**config.mk**
```make
export PLATFORM = sky130hd
export DESIGN_NAME = tt_bist_harness_flat
export DESIGN_NICKNAME = d
export VERILOG_FILES = /design/src/rtl/tt_bist_harness_if.sv /design/src/rtl/tt_bist_harness.sv /design/src/flat_wrapper.sv
export SDC_FILE = /design/constraint.sdc
export NUM_CORES = 1
export LEC_CHECK = 0
export ABC_CLOCK_PERIOD_IN_PS = 3550
export CAP_MARGIN = 5
export CELL_PAD_IN_SITES_DETAIL_PLACEMENT = 1
export CELL_PAD_IN_SITES_GLOBAL_PLACEMENT = 1
export CORE_MARGIN = 2
export CORE_UTILIZATION = 46
export DETAILED_ROUTE_END_ITERATION = 7
export GPL_ROUTABILITY_DRIVEN = 0
export PLACE_DENSITY_LB_ADDON = 0.08
export SYNTH_ARGS = -nofsm -noshare
export SYNTH_HDL_FRONTEND = slang
export SYNTH_SLANG_ARGS = --single-unit
```
**constraint.sdc**
```tcl
create_clock -name clk -period 3.55 [get_ports clk]
set_clock_uncertainty 0.2 [all_clocks]
set_input_delay 0.71 -clock clk [delete_from_list [all_inputs] [get_ports clk]]
set_output_delay 0.71 -clock clk [all_outputs]
set_load 0.03 [all_outputs]
```
**src/rtl/tt_bist_harness_if.sv**
```systemverilog
// Handshake/bus bundle between the BIST harness and its controller/DUT side.
// With BIST_SEED_LOAD_EN defined the bundle also carries a run-time seed.
interface tt_bist_harness_if #(
  parameter int unsigned WIDTH = 8
);
  logic             ena;
  logic             start_i;
  logic [WIDTH-1:0] stim_o;
  logic             stim_valid_o;
  logic [WIDTH-1:0] resp_i;
  logic             busy_o;
  logic             done_o;
  logic             pass_o;
  logic [WIDTH-1:0] signature_o;
`ifdef BIST_SEED_LOAD_EN
  logic [WIDTH-1:0] seed_i;

  modport master (
    input  ena, start_i, resp_i, seed_i,
    output stim_o, stim_valid_o, busy_o, done_o, pass_o, signature_o
  );
  modport slave (
    output ena, start_i, resp_i, seed_i,
    input  stim_o, stim_valid_o, busy_o, done_o, pass_o, signature_o
  );
`else
  modport master (
    input  ena, start_i, resp_i,
    output stim_o, stim_valid_o, busy_o, done_o, pass_o, signature_o
  );
  modport slave (
    output ena, start_i, resp_i,
    input  stim_o, stim_valid_o, busy_o, done_o, pass_o, signature_o
  );
`endif
endinterface

```
**src/rtl/tt_bist_harness.sv**
```systemverilog
// Self-test harness: Galois LFSR stimulus, MISR response compaction, golden compare.
// Optional BIST_SEED_LOAD_EN: LFSR is loaded from seed_i (zero falls back to SEED).
module tt_bist_harness #(
  parameter int unsigned      WIDTH        = 8,
  parameter int unsigned      NUM_PATTERNS = 256,
  parameter int unsigned      LATENCY      = 0,
  parameter logic [WIDTH-1:0] LFSR_POLY    = WIDTH'(8'hB8),
  parameter logic [WIDTH-1:0] SEED         = WIDTH'(8'h01),
  parameter logic [WIDTH-1:0] GOLDEN       = WIDTH'(8'h00)
) (
  input  logic               clk,
  input  logic               rst_n,
  tt_bist_harness_if.master  bus
);

  localparam int unsigned PIPE_W = (LATENCY == 0) ? 1 : LATENCY;
  localparam logic [15:0] LAST_PAT   = 16'(NUM_PATTERNS - 1);
  localparam logic [2:0]  LAST_DRAIN = 3'(LATENCY - 1);

  typedef enum logic [1:0] {
    S_IDLE  = 2'd0,
    S_RUN   = 2'd1,
    S_DRAIN = 2'd2,
    S_DONE  = 2'd3
  } state_t;

  state_t              state_r, state_next_s;
  logic [WIDTH-1:0]    lfsr_r, misr_r, misr_next_s, stim_r, seed_load_s;
  logic [15:0]         count_r;
  logic [2:0]          drain_r;
  logic [PIPE_W-1:0]   vpipe_r;
  logic                stim_valid_r, busy_r, done_r, pass_r;
  logic                accept_s, cap_s;

  function automatic logic [WIDTH-1:0] step_f(input logic [WIDTH-1:0] x);
    step_f = x[0] ? ((x >> 1) ^ LFSR_POLY) : (x >> 1);
  endfunction

`ifdef BIST_SEED_LOAD_EN
  assign seed_load_s = (bus.seed_i == {WIDTH{1'b0}}) ? SEED : bus.seed_i;
`else
  assign seed_load_s = SEED;
`endif

  // busy_r lags the state by one edge, so the last DONE-bound cycle still rejects start
  assign accept_s = bus.ena && bus.start_i && !busy_r &&
                    ((state_r == S_IDLE) || (state_r == S_DONE));
  assign cap_s    = (LATENCY == 0) ? stim_valid_r : vpipe_r[PIPE_W-1];

  // State register
  always_ff @(posedge clk or negedge rst_n) begin
    if (!rst_n) begin
      state_r <= S_IDLE;
    end else if (bus.ena) begin
      state_r <= state_next_s;
    end
  end

  // Next-state logic
  always_comb begin
    state_next_s = state_r;
    case (state_r)
      S_IDLE: begin
        if (accept_s) state_next_s = S_RUN;
        else          state_next_s = S_IDLE;
      end
      S_RUN: begin
        if (count_r == LAST_PAT) state_next_s = (LATENCY > 0) ? S_DRAIN : S_DONE;
        else                     state_next_s = S_RUN;
      end
      S_DRAIN: begin
        if (drain_r == LAST_DRAIN) state_next_s = S_DONE;
        else                       state_next_s = S_DRAIN;
      end
      S_DONE: begin
        if (accept_s) state_next_s = S_RUN;
        else          state_next_s = S_DONE;
      end
      default: state_next_s = S_IDLE;
    endcase
  end

  // MISR next value; pass is judged on this so the final capture is included
  always_comb begin
    misr_next_s = misr_r;
    if (cap_s) misr_next_s = step_f(misr_r) ^ bus.resp_i;
    else       misr_next_s = misr_r;
  end

  // Datapath and registered outputs
  always_ff @(posedge clk or negedge rst_n) begin
    if (!rst_n) begin
      lfsr_r       <= SEED;
      misr_r       <= {WIDTH{1'b0}};
      stim_r       <= {WIDTH{1'b0}};
      count_r      <= 16'd0;
      drain_r      <= 3'd0;
      vpipe_r      <= {PIPE_W{1'b0}};
      stim_valid_r <= 1'b0;
      busy_r       <= 1'b0;
      done_r       <= 1'b0;
      pass_r       <= 1'b0;
    end else if (bus.ena) begin
      vpipe_r <= PIPE_W'({vpipe_r, stim_valid_r});
      busy_r  <= (state_r == S_RUN) || (state_r == S_DRAIN);
      drain_r <= (state_r == S_DRAIN) ? drain_r + 3'd1 : 3'd0;
      if (accept_s) begin
        lfsr_r       <= seed_load_s;
        misr_r       <= {WIDTH{1'b0}};
        count_r      <= 16'd0;
        stim_valid_r <= 1'b0;
        done_r       <= 1'b0;
        pass_r       <= 1'b0;
      end else begin
        misr_r <= misr_next_s;
        done_r <= (state_r == S_DONE);
        pass_r <= (state_r == S_DONE) && (misr_next_s == GOLDEN);
        if (state_r == S_RUN) begin
          stim_r       <= lfsr_r;
          stim_valid_r <= 1'b1;
          lfsr_r       <= step_f(lfsr_r);
          count_r      <= count_r + 16'd1;
        end else begin
          stim_valid_r <= 1'b0;
        end
      end
    end
  end

  assign bus.stim_o       = stim_r;
  assign bus.stim_valid_o = stim_valid_r;
  assign bus.busy_o       = busy_r;
  assign bus.done_o       = done_r;
  assign bus.pass_o       = pass_r;
  assign bus.signature_o  = misr_r;

endmodule

```
**src/flat_wrapper.sv**
```systemverilog
// flat-port wrapper written by rule: the top's interface ports become plain ports
module tt_bist_harness_flat 
#(
  parameter int unsigned      WIDTH        = 8,
  parameter int unsigned      NUM_PATTERNS = 256,
  parameter int unsigned      LATENCY      = 0,
  parameter logic [WIDTH-1:0] LFSR_POLY    = WIDTH'(8'hB8),
  parameter logic [WIDTH-1:0] SEED         = WIDTH'(8'h01),
  parameter logic [WIDTH-1:0] GOLDEN       = WIDTH'(8'h00)
)
  (clk, rst_n, bus_ena, bus_start_i, bus_resp_i, bus_stim_o, bus_stim_valid_o, bus_busy_o, bus_done_o, bus_pass_o, bus_signature_o);
  tt_bist_harness_if #(.WIDTH(WIDTH)) bus_i ();
  input  logic clk;
  input  logic rst_n;
  input wire logic [$bits(bus_i.ena)-1:0] bus_ena;
  input wire logic [$bits(bus_i.start_i)-1:0] bus_start_i;
  input wire logic [$bits(bus_i.resp_i)-1:0] bus_resp_i;
  output wire logic [$bits(bus_i.stim_o)-1:0] bus_stim_o;
  output wire logic [$bits(bus_i.stim_valid_o)-1:0] bus_stim_valid_o;
  output wire logic [$bits(bus_i.busy_o)-1:0] bus_busy_o;
  output wire logic [$bits(bus_i.done_o)-1:0] bus_done_o;
  output wire logic [$bits(bus_i.pass_o)-1:0] bus_pass_o;
  output wire logic [$bits(bus_i.signature_o)-1:0] bus_signature_o;
  assign bus_i.ena = bus_ena;
  assign bus_i.start_i = bus_start_i;
  assign bus_i.resp_i = bus_resp_i;
  assign bus_stim_o = bus_i.stim_o;
  assign bus_stim_valid_o = bus_i.stim_valid_o;
  assign bus_busy_o = bus_i.busy_o;
  assign bus_done_o = bus_i.done_o;
  assign bus_pass_o = bus_i.pass_o;
  assign bus_signature_o = bus_i.signature_o;
  tt_bist_harness #(.WIDTH(WIDTH), .NUM_PATTERNS(NUM_PATTERNS), .LATENCY(LATENCY), .LFSR_POLY(LFSR_POLY), .SEED(SEED), .GOLDEN(GOLDEN)) u_core (.clk(clk), .rst_n(rst_n), .bus(bus_i));
endmodule
```
Word-level counts from Yosys, hierarchy flattened
Cells that the tools add are included.
Widths: inputs -> output; s select.

storage, ports and cells
  register bits = 49
  bits in latches = 0
  bits in writable memories = 0
  bits in read-only memories = 0
  input port bits = 12
  output and inout bits = 20
  word-level logic and storage cells = 51
  memories = 0

operators by class
  add/subtract/negate cells = 2
  multiply operators = 0
  divide/modulo/power cells = 0
  order comparisons = 0
  equality and inequality tests = 5
  shifts and indexed selects = 0
  muxes and demuxes = 18
  bitwise gates (word level) = 4
  reduce and logical (&&, ||, !) cells = 12

operators with widths
  cell                   count
  $mux 8                 6
  $mux 16                2
  $add 16x1->16 const B  1
  $eq 16x8->1 const B    1
  $logic_not 8->1        1
  $not 3->4              2
  $pmux 2 s4             1
  $xor 8x8->8            1
  $mux 1                 6
  $eq 2x2->1 const B     2
  $logic_and 1x1->1      4
  $mux 2                 2
  $add 3x1->3 const B    1
  $eq 3x3->1 const B     1
  $mux 3                 1
  $reduce_and 3->1       1
  $eq 2x1->1 const B     1
  $logic_not 2->1        1
  $logic_or 1x1->1       2
  $reduce_and 2->1       1
  $reduce_bool 2->1      1
  $logic_not 1->1        1
  $not 1->1              1

Depth between registers and ports, before layout
Gate-level depths: netlist of run 1.

  word-level depth = 7
  mapped depth = 8
  depth with buffers taken out = 6

Least setup slack after synthesis of run 1
OpenSTA, ideal clock, no wires.

  kind = input -> register
  from = in bus_ena
  to = reg u_core.count_r[12]
  setup time = 0.121 ns
  arrival = 1.684 ns
  data required time = 3.229 ns
  slack = 1.545 ns
  stages on the path = 6
  path buffers = 2
  cell sequence = buf_6 > and4bb_1 > buf_4 > o21a_1 > o21ai_0 > a22o_1

on the way
  word-level cells in the longest chain between the ends = 5
  elaborated cells between the ends (all ways) = 6
  those cells by class = mux: 1; reduce/logical: 5

RTL lines
  element                             RTL line                RTL
  from (decl)                         flat_wrapper.sv:15      input wire logic [$bits(bus_i.ena)-1:0] bus_ena;
  $logic_and 1x1->1 (3 in series)     tt_bist_harness.sv:46   assign accept_s = bus.ena && bus.start_i && !busy_r &&
  $reduce_bool 2->1 (no source line)  -
  $reduce_and 2->1 (no source line)   -
  to (signal assigned)                tt_bist_harness.sv:122  count_r <= count_r + 16'd1;
  to (decl)                           tt_bist_harness.sv:29   logic [15:0] count_r;

Parallel ways exist; a longest one is shown, timed or not.
A chain may end at the register's enable or synchronous reset.

Worst setup path in the final report of run 1
  from = in bus_ena
  to = reg u_core.count_r[11]

The elaborated chain is that of the path after synthesis.

==> impl_results.md, run 1 <==
- Run status: completed
- CTS tree: yes
- Mapped cell area: 2530 sq um
- WP data arrival: 2.75 ns
- Clock Power Share: 15.8%
- First-pass GRT wire length: 10,300 um
- Area delta synth->final: 17.2%
- Layout cell share with drive strength beyond 1: 7.61%
- Leading area contributor after synthesis: dfrtp_1
- Max-slew violations: 0
- Syn avg cell area: 9.82 sq um
- Core ar.: 5410 sq um
- Net Sw Power: 0.000834 W
- Post_cts resized: 0
- Fmax: 369 MHz
- DRC: 0
- Area after DPL: 2880 sq um
- Peak supply drop: 0.000302 V
- Most common cell in the netlist: dfrtp_1
- Diode count: 0
- Die ar.: 6120 sq um
- Die X: 78.2 um
- Total CTS buffers: 5
- Clk slew on worst S/H paths: 0.09 ns
- Critical Path Source Type: input port
- WL per Instance: 16.3 um
- Buffers added on ports: 31
- Net count, final: 308
- GR Util met2: 33.3%
- Top post-synthesis cells by count: dfrtp_1, nand2_1, o21ai_0
- Critical path fanouts, max: 16
- Synth Net Count: 278
- Data required time of the worst path: 3.58 ns
- Sw Share: 40.2%
- Synth warn: 0
- Routed WL: 5900 um
- Vias per cell: 5.58
- Slew @ Worst Pin: 0.988 ns
- Cell Rows: 27
- # Max-Cap Violations: 0
- Clock latency on the worst-skew pair: 0.31 ns
- Beginning of the worst register-to-register path: u_core.state_r[1]$_DFFE_PN0P_
- # clock sinks: 49
- Number of flops mapped to enable cells by yosys: 0
- Dpl hpwl: 4290 um
- Final Cycle Share: 76.4%
- Number of synthesized register bits: 49
- Minimum clock period: 2.71 ns
- Crit. Startpoint: bus_ena
- Post-synth ARST share: 100%
- Placed cells: 353
- Fin Setup TNS: 0 ns
- Synth top area share: 47.4%
- CTS H-tree depth: 2
- Die height: 78.2 um
- Final Util: 54.9%
- Met3 Track Usage GR: 4.14%
- Reg2reg end: u_core.count_r[11]$_DFFE_PN0P_
- Top Ports: 32
- Flop-to-flop setup slack: 0.91 ns
- Setup repair bufs after CTS: 0
- Share of total power in sequential cells: 42.3%
- Pre-antenna DRT Iters: 4
- Largest net degree at the start of global routing: 33
- Post-Synthesis Cells: 258
- Antenna-violating nets left: 0
- Starting Density: 46.9%
- Iteration-0 DRC Markers: 61
- RSZ-0062 raised after global routing: no
- Total Routing Usage GR: 21.4%
- GR Overflow Total: 0
- Cts hold-fix bufs: 0
- Fin area: 2970 sq um
- CP Capture Type: flop
- Clk buf depth: 2
- Worst Reg2Reg Path Length in Cells: 6
- Comb pwr share: 41.9%
- Int Pwr: 0.00124 W
- Gr busiest metal: met2
- Number of global-route vias before repair: 2,095
- Setup violations, final: 0
- Final hold violations: 0
- Seq/Total Area, Yosys: 48.4%
- Worst Hold Class: in2async
- Initial antenna violation count: 0
- DR vias: 2,016
- Pwr Density: 699 nW/um^2
- Met1 usage: 30.9%
- FILL cells: 616
- Leak: 1.32 nW
- Total Power: 0.00207 W
- Synth top area cells: dfrtp_1, nand2_1, ha_1, xnor2_1, o21ai_0
- CTS root buf: clkbuf_8
- Slew Limit Headroom: 33.9%
- Synth cell types: 52
- WS Path Type: in2reg
- Predominant post-synthesis flop cell: dfrtp_1
- Final Instance Count excl. Fillers: 361
==> kinds of logic after synthesis <==
logic type | synth area share [%]
AND/OR/NAND/NOR | 18.2
AO/OA/AOI/OAI | 15.1
flip-flops | 48.4
buffers and inverters | 5.48
XOR/XNOR | 6.81
adder cells (fa/ha/maj) | 3.95
multiplexers | 2.02
==> power groups by stage <==
stage | clock [W] | sequential, W | combinational, W
finish | 0.000327 | 0.000877 | 0.000869
global route | 0.000356 | 0.000903 | 0.000953
CTS | 0.000336 | 0.000880 | 0.000881
detailed placement | 0 | 0.000890 | 0.000872
global placement | 0 | 0.000881 | 0.000853
floorplan | 0 | 0.000992 | 0.000463
==> flip-flops by register name, summed over array words and instances (netlist names) <==
register,flops
u_core.lfsr_r,8
u_core.state_r,2
u_core.drain_r,3
u_core.bus.stim_valid_o,1
u_core.bus.stim_o,8
u_core.bus.busy_o,1
u_core.bus.signature_o,8
u_core.bus.pass_o,1
u_core.bus.done_o,1
u_core.count_r,16
==> worst max path at each step <==
stage,to,slack (ns),cells after the start
6_report,u_core.count_r[11]$_DFFE_PN0P_,0.84,5
5_1_grt,u_core.count_r[13]$_DFFE_PN0P_,0.66,6
4_1_cts,u_core.count_r[13]$_DFFE_PN0P_,0.82,5
3_5_place_dp,u_core.count_r[13]$_DFFE_PN0P_,0.49,5
3_3_place_gp,u_core.count_r[13]$_DFFE_PN0P_,0.60,5
2_1_floorplan,u_core.count_r[12]$_DFFE_PN0P_,1.54,6
==> stage by stage <==
| stage | hold WS (ns) | worst slack (ns) |
|---|---|---|
| 2_1_floorplan | 0.214 | 1.54 |
| 3_3_place_gp | 0.260 | 0.595 |
| 3_5_place_dp | 0.266 | 0.488 |
| 4_1_cts | 0.276 | 0.819 |
| 5_1_grt | 0.316 | 0.658 |
| 6_report | 0.260 | 0.838 |
==> layout make-up <==
cell class / instances / area, sq um / area share (%)
Clock inverter: 1 / 8.76 / 0.295
Inverter: 15 / 56.3 / 1.90
Tap cell: 72 / 90.1 / 3.03
Multi-Input combinational cell: 181 / 1170 / 39.3
Clock buffer: 7 / 76.3 / 2.57
Timing Repair Buffer: 36 / 343 / 11.5
Sequential cell: 49 / 1230 / 41.3
==> critical path, cell delays in order <==
cell,delay (ns)
clkdlybuf4s50_1,0.57
nand2_1,0.24
nor2_1,0.81
o21ai_0,0.20
a31oi_1,0.20
==> layout by cell type (no fill, tap or decap), drive strengths merged, types with 2 or more instances in the layout <==
master	count
or2	3
buf	6
nor4	3
or4	2
nand2	41
nor2b	2
nor2	10
nor3	5
clkbuf	7
ha	8
o31ai	3
clkdlybuf4s50	30
or3	3
dfrtp	48
and4	3
and3	3
o21ai	19
nand3	12
a21oi	6
a31oi	6
o22ai	8
inv	15
xor2	6
a22o	5
mux2i	4
xnor2	11
a211oi	2
==> routing by layer <==
metal	vias up	share of wire (%)
li1	969	-
met1	1013	51
met2	30	46
met3	4	2.4
met4	0	0.81
met5	-	0
Power figures use the tool's default switching activity.
==> run 2: changes to the inputs <==
--- a/config.mk
+++ b/config.mk
@@ -5,12 +5,12 @@
 export SDC_FILE = /design/constraint.sdc
 export NUM_CORES = 1
 export LEC_CHECK = 0
-export ABC_CLOCK_PERIOD_IN_PS = 3550
+export ABC_CLOCK_PERIOD_IN_PS = 2200
 export CAP_MARGIN = 5
 export CELL_PAD_IN_SITES_DETAIL_PLACEMENT = 1
 export CELL_PAD_IN_SITES_GLOBAL_PLACEMENT = 1
 export CORE_MARGIN = 2
-export CORE_UTILIZATION = 46
+export CORE_UTILIZATION = 38
 export DETAILED_ROUTE_END_ITERATION = 7
 export GPL_ROUTABILITY_DRIVEN = 0
 export PLACE_DENSITY_LB_ADDON = 0.08
==> constraint.sdc (replaced) <==
create_clock -name clk -period 2.2 [get_ports clk]
set_clock_uncertainty 0.2 [all_clocks]
set_input_delay 0.44 -clock clk [delete_from_list [all_inputs] [get_ports clk]]
set_output_delay 0.44 -clock clk [all_outputs]
set_load 0.03 [all_outputs]
==> run 2 against run 1 <==
Critical path type is now reg2out. Largest cell class unchanged. Utilization is 5.5 points lower. Sequential power is 58% higher. First-iteration DRC count is 38% higher. Setup slack worse by 0.76 ns.
==> impl_results.md, run 2 (same netlist as run 1, synthesis figures left out) <==
- CP max stage cell: clkdlybuf4s50_1
- CTS root buf: clkbuf_8
- Number of global-route vias before repair: 2,165 (+3.3%)
- Final hold violations: 0 (unchanged)
- DRC: 0 (unchanged)
- Minimum clock period: 2.12 ns
- Die ar.: 7340 sq um (+20%)
- Routed WL: 6200 um (+5.0%)
- Net count, final: 325 (+5.5%)
- Pwr Density: 1140 nW/um^2 (+63%)
- Buffers added on ports: 31 (unchanged)
- Starting Density: 39.7% (-7.2 points)
- Worst hold path depth: 2
- CP Capture Type: primary output
- Layout cell share with drive strength beyond 1: 13.4% (+5.8 points)
- Worst Path Buf+Inv: 1 (unchanged)
- Final Instance Count excl. Fillers: 383 (+6.1%)
- Peak supply drop: 0.000658 V (+120%)
- Cell Rows: 29 (+7.4%)
- Clk slew on worst S/H paths: 0.09 ns (about the same)
- Max-slew violations: 0 (unchanged)
- Largest net degree at the start of global routing: 25 (-24%)
- Leak: 1.43 nW (+8.5%)
- Slew @ Worst Pin: 0.572 ns (-0.417 ns)
- Max reg flops: 16 (unchanged)
- CP cell instances: clkdlybuf4s50_1
- Reg2reg end: u_core.count_r[7]$_DFFE_PN0P_
- Fmax: 472 MHz
- Pre-antenna DRT Iters: 4 (unchanged)
- Worst Reg2Reg Path Length in Cells: 6 (unchanged)
- WS Path Type: reg2out
- Worst path top cell family by delay: buffers and inverters
- Data required time of the worst path: 1.56 ns (-2.02 ns)
- Beginning of the worst register-to-register path: u_core.state_r[1]$_DFFE_PN0P_
- Critical path fanouts, max: 6 (-10)
- Commonest non-fill, non-tap cells in the layout: dfrtp_1, nand2_1, clkdlybuf4s50_1
- Initial antenna violation count: 0 (unchanged)
- Critical Path Source Type: flop
- WP data arrival: 1.48 ns (-1.27 ns)
- Fin Setup TNS: 0 ns (unchanged)
- Slew Limit Headroom: 61.5% (+28 points)
- Top Ports: 32 (unchanged)
- Most common cell after layout, fill and taps aside: dfrtp_1
- Diode count: 0 (unchanged)
- First-pass GRT wire length: 10,700 um (+3.9%)
- # clock sinks: 49 (unchanged)
- DR vias: 2,079 (+3.1%)
- Die X: 85.7 um (+9.5%)
- Smallest hold slack: 0.278 ns (+0.0176 ns)
- CTS tree: yes
- Worst Hold Class: reg2reg
- Area delta synth->final: 24.6%
- Final Cycle Share: 96.4%
- Crit path largest cell delay: 0.71 ns (-0.10 ns)
- Final Util: 49.5% (-5.5 points)
- CTS H-tree depth: 2 (unchanged)
- Vias per cell: 5.43 (-2.8%)
- HP Start: u_core.bus.stim_o[1]$_DFFE_PN0P_
- Run status: completed
- Die height: 85.7 um (+9.5%)
- Dpl hpwl: 4580 um (+6.9%)
- Clock latency on the worst-skew pair: 0.31 ns (about the same)
- Hold Path End: u_core.bus.stim_o[1]$_DFFE_PN0P_
- Antenna-violating nets left: 0 (unchanged)
- WL per Instance: 16.2 um (-1.0%)
- # Max-Cap Violations: 0 (unchanged)
- FILL cells: 722 (+17%)
- RSZ-0062 raised after global routing: yes
- Total Routing Usage GR: 18.3% (-3.1 points)
- Setup violations, final: 0 (unchanged)
- Clk buf depth: 2 (unchanged)
- Total CTS buffers: 5 (unchanged)
- Flop-to-flop setup slack: 0.12 ns (-0.79 ns)
- Iteration-0 DRC Markers: 84 (+38%)
- Core ar.: 6390 sq um (+18%)
- GR Overflow Total: 0 (unchanged)
- Placed cells: 374 (+5.9%)
- Largest Register: u_core.count_r
run 2: changes by cell type in the layout (fill, tap and decap cells not counted), sizes merged:
cell	change
clkinvlp	+1
buf	+16
clkdlybuf4s50	-1
clkbuf	-2
bufinv	+1
dlygate4sd3	+1
dlymetal6s2s	+1
run 2: layout make-up:
type	instances	area, sq um	share of cell area (%)
Clock inverter	3	46.3	1.47
Tap cell	77	96.3	3.05
Inverter	15	56.3	1.78
Sequential cell	49	1230	38.9
Multi-Input combinational cell	181	1170	37.1
Timing Repair Buffer	53	492	15.6
Clock buffer	5	68.8	2.18
run 2: how the worst max path moves through the flow:
| stage | depth (start not counted) | start | slack [ns] | end |
|---|---|---|---|---|
| 2_1_floorplan | 7 | u_core.state_r[0]$_DFFE_PN0P_ | 0.21 | u_core.count_r[12]$_DFFE_PN0P_ |
| 3_5_place_dp | 6 | bus_ena | -0.16 | u_core.bus.pass_o$_DFFE_PN0P_ |
| 3_3_place_gp | 6 | bus_ena | -0.11 | u_core.bus.pass_o$_DFFE_PN0P_ |
| 6_report | 1 | u_core.bus.stim_valid_o$_DFFE_PN0P_ | 0.08 | bus_stim_valid_o |
| 5_1_grt | 6 | u_core.state_r[1]$_DFFE_PN0P_ | -0.008 | u_core.count_r[7]$_DFFE_PN0P_ |
| 4_1_cts | 1 | u_core.bus.signature_o[0]$_DFFE_PN0P_ | 0.01 | bus_signature_o[0] |
run 2: power by group:
group          internal [W]  total, W  switching (W)
registers           0.00114   0.00139       0.000250
logic              0.000725   0.00155       0.000821
clock network      0.000341  0.000662       0.000321
total               0.00221   0.00360        0.00139
run 2: worst reg2reg max path, delay by kind of cell (launching register included):
family          cells  cell delay, ns
buf+inv             2            0.35
fa+ha+maj           1            0.32
compound gates      1            0.28
simple gates        2            0.44
flops               1            0.39
run 2: metal layers:
metal	part of all wire [%]	up-vias	GRT usage, %
met1	50	1042	25.5
met2	45	30	29.7
met4	1.1	0	4.91
li1	-	1001	-
met5	0	-	0
met3	3.3	6	3.18
run 2: stage by stage:
stage | area, sq um | power [W] | setup slack, ns
final | 3160 | 0.00360 | 0.0792
after global routing | 3160 | 0.00383 | -0.00830
after CTS | 3150 | 0.00364 | 0.0124
after detailed placement | 3020 | 0.00296 | -0.157
after global placement | 3020 | 0.00291 | -0.107
after floorplan | 2530 | 0.00235 | 0.207
run 2: timing repair:
action	4_1_cts	5_1_grt
hold buffers	1	0
resized for setup	1	3
endpoints found under the setup margin	1	4
hold endpoints to repair	21	0
buffers inserted	0	0
==> run 3: changes to the inputs <==
--- a/config.mk
+++ b/config.mk
@@ -11,6 +11,7 @@
 export CELL_PAD_IN_SITES_GLOBAL_PLACEMENT = 1
 export CORE_MARGIN = 2
 export CORE_UTILIZATION = 38
+export CTS_CLUSTER_DIAMETER = 200
 export DETAILED_ROUTE_END_ITERATION = 7
 export GPL_ROUTABILITY_DRIVEN = 0
 export PLACE_DENSITY_LB_ADDON = 0.08
==> results of run 3 <==
No change in the layout: final DEF, timing and power equal those of run 2.
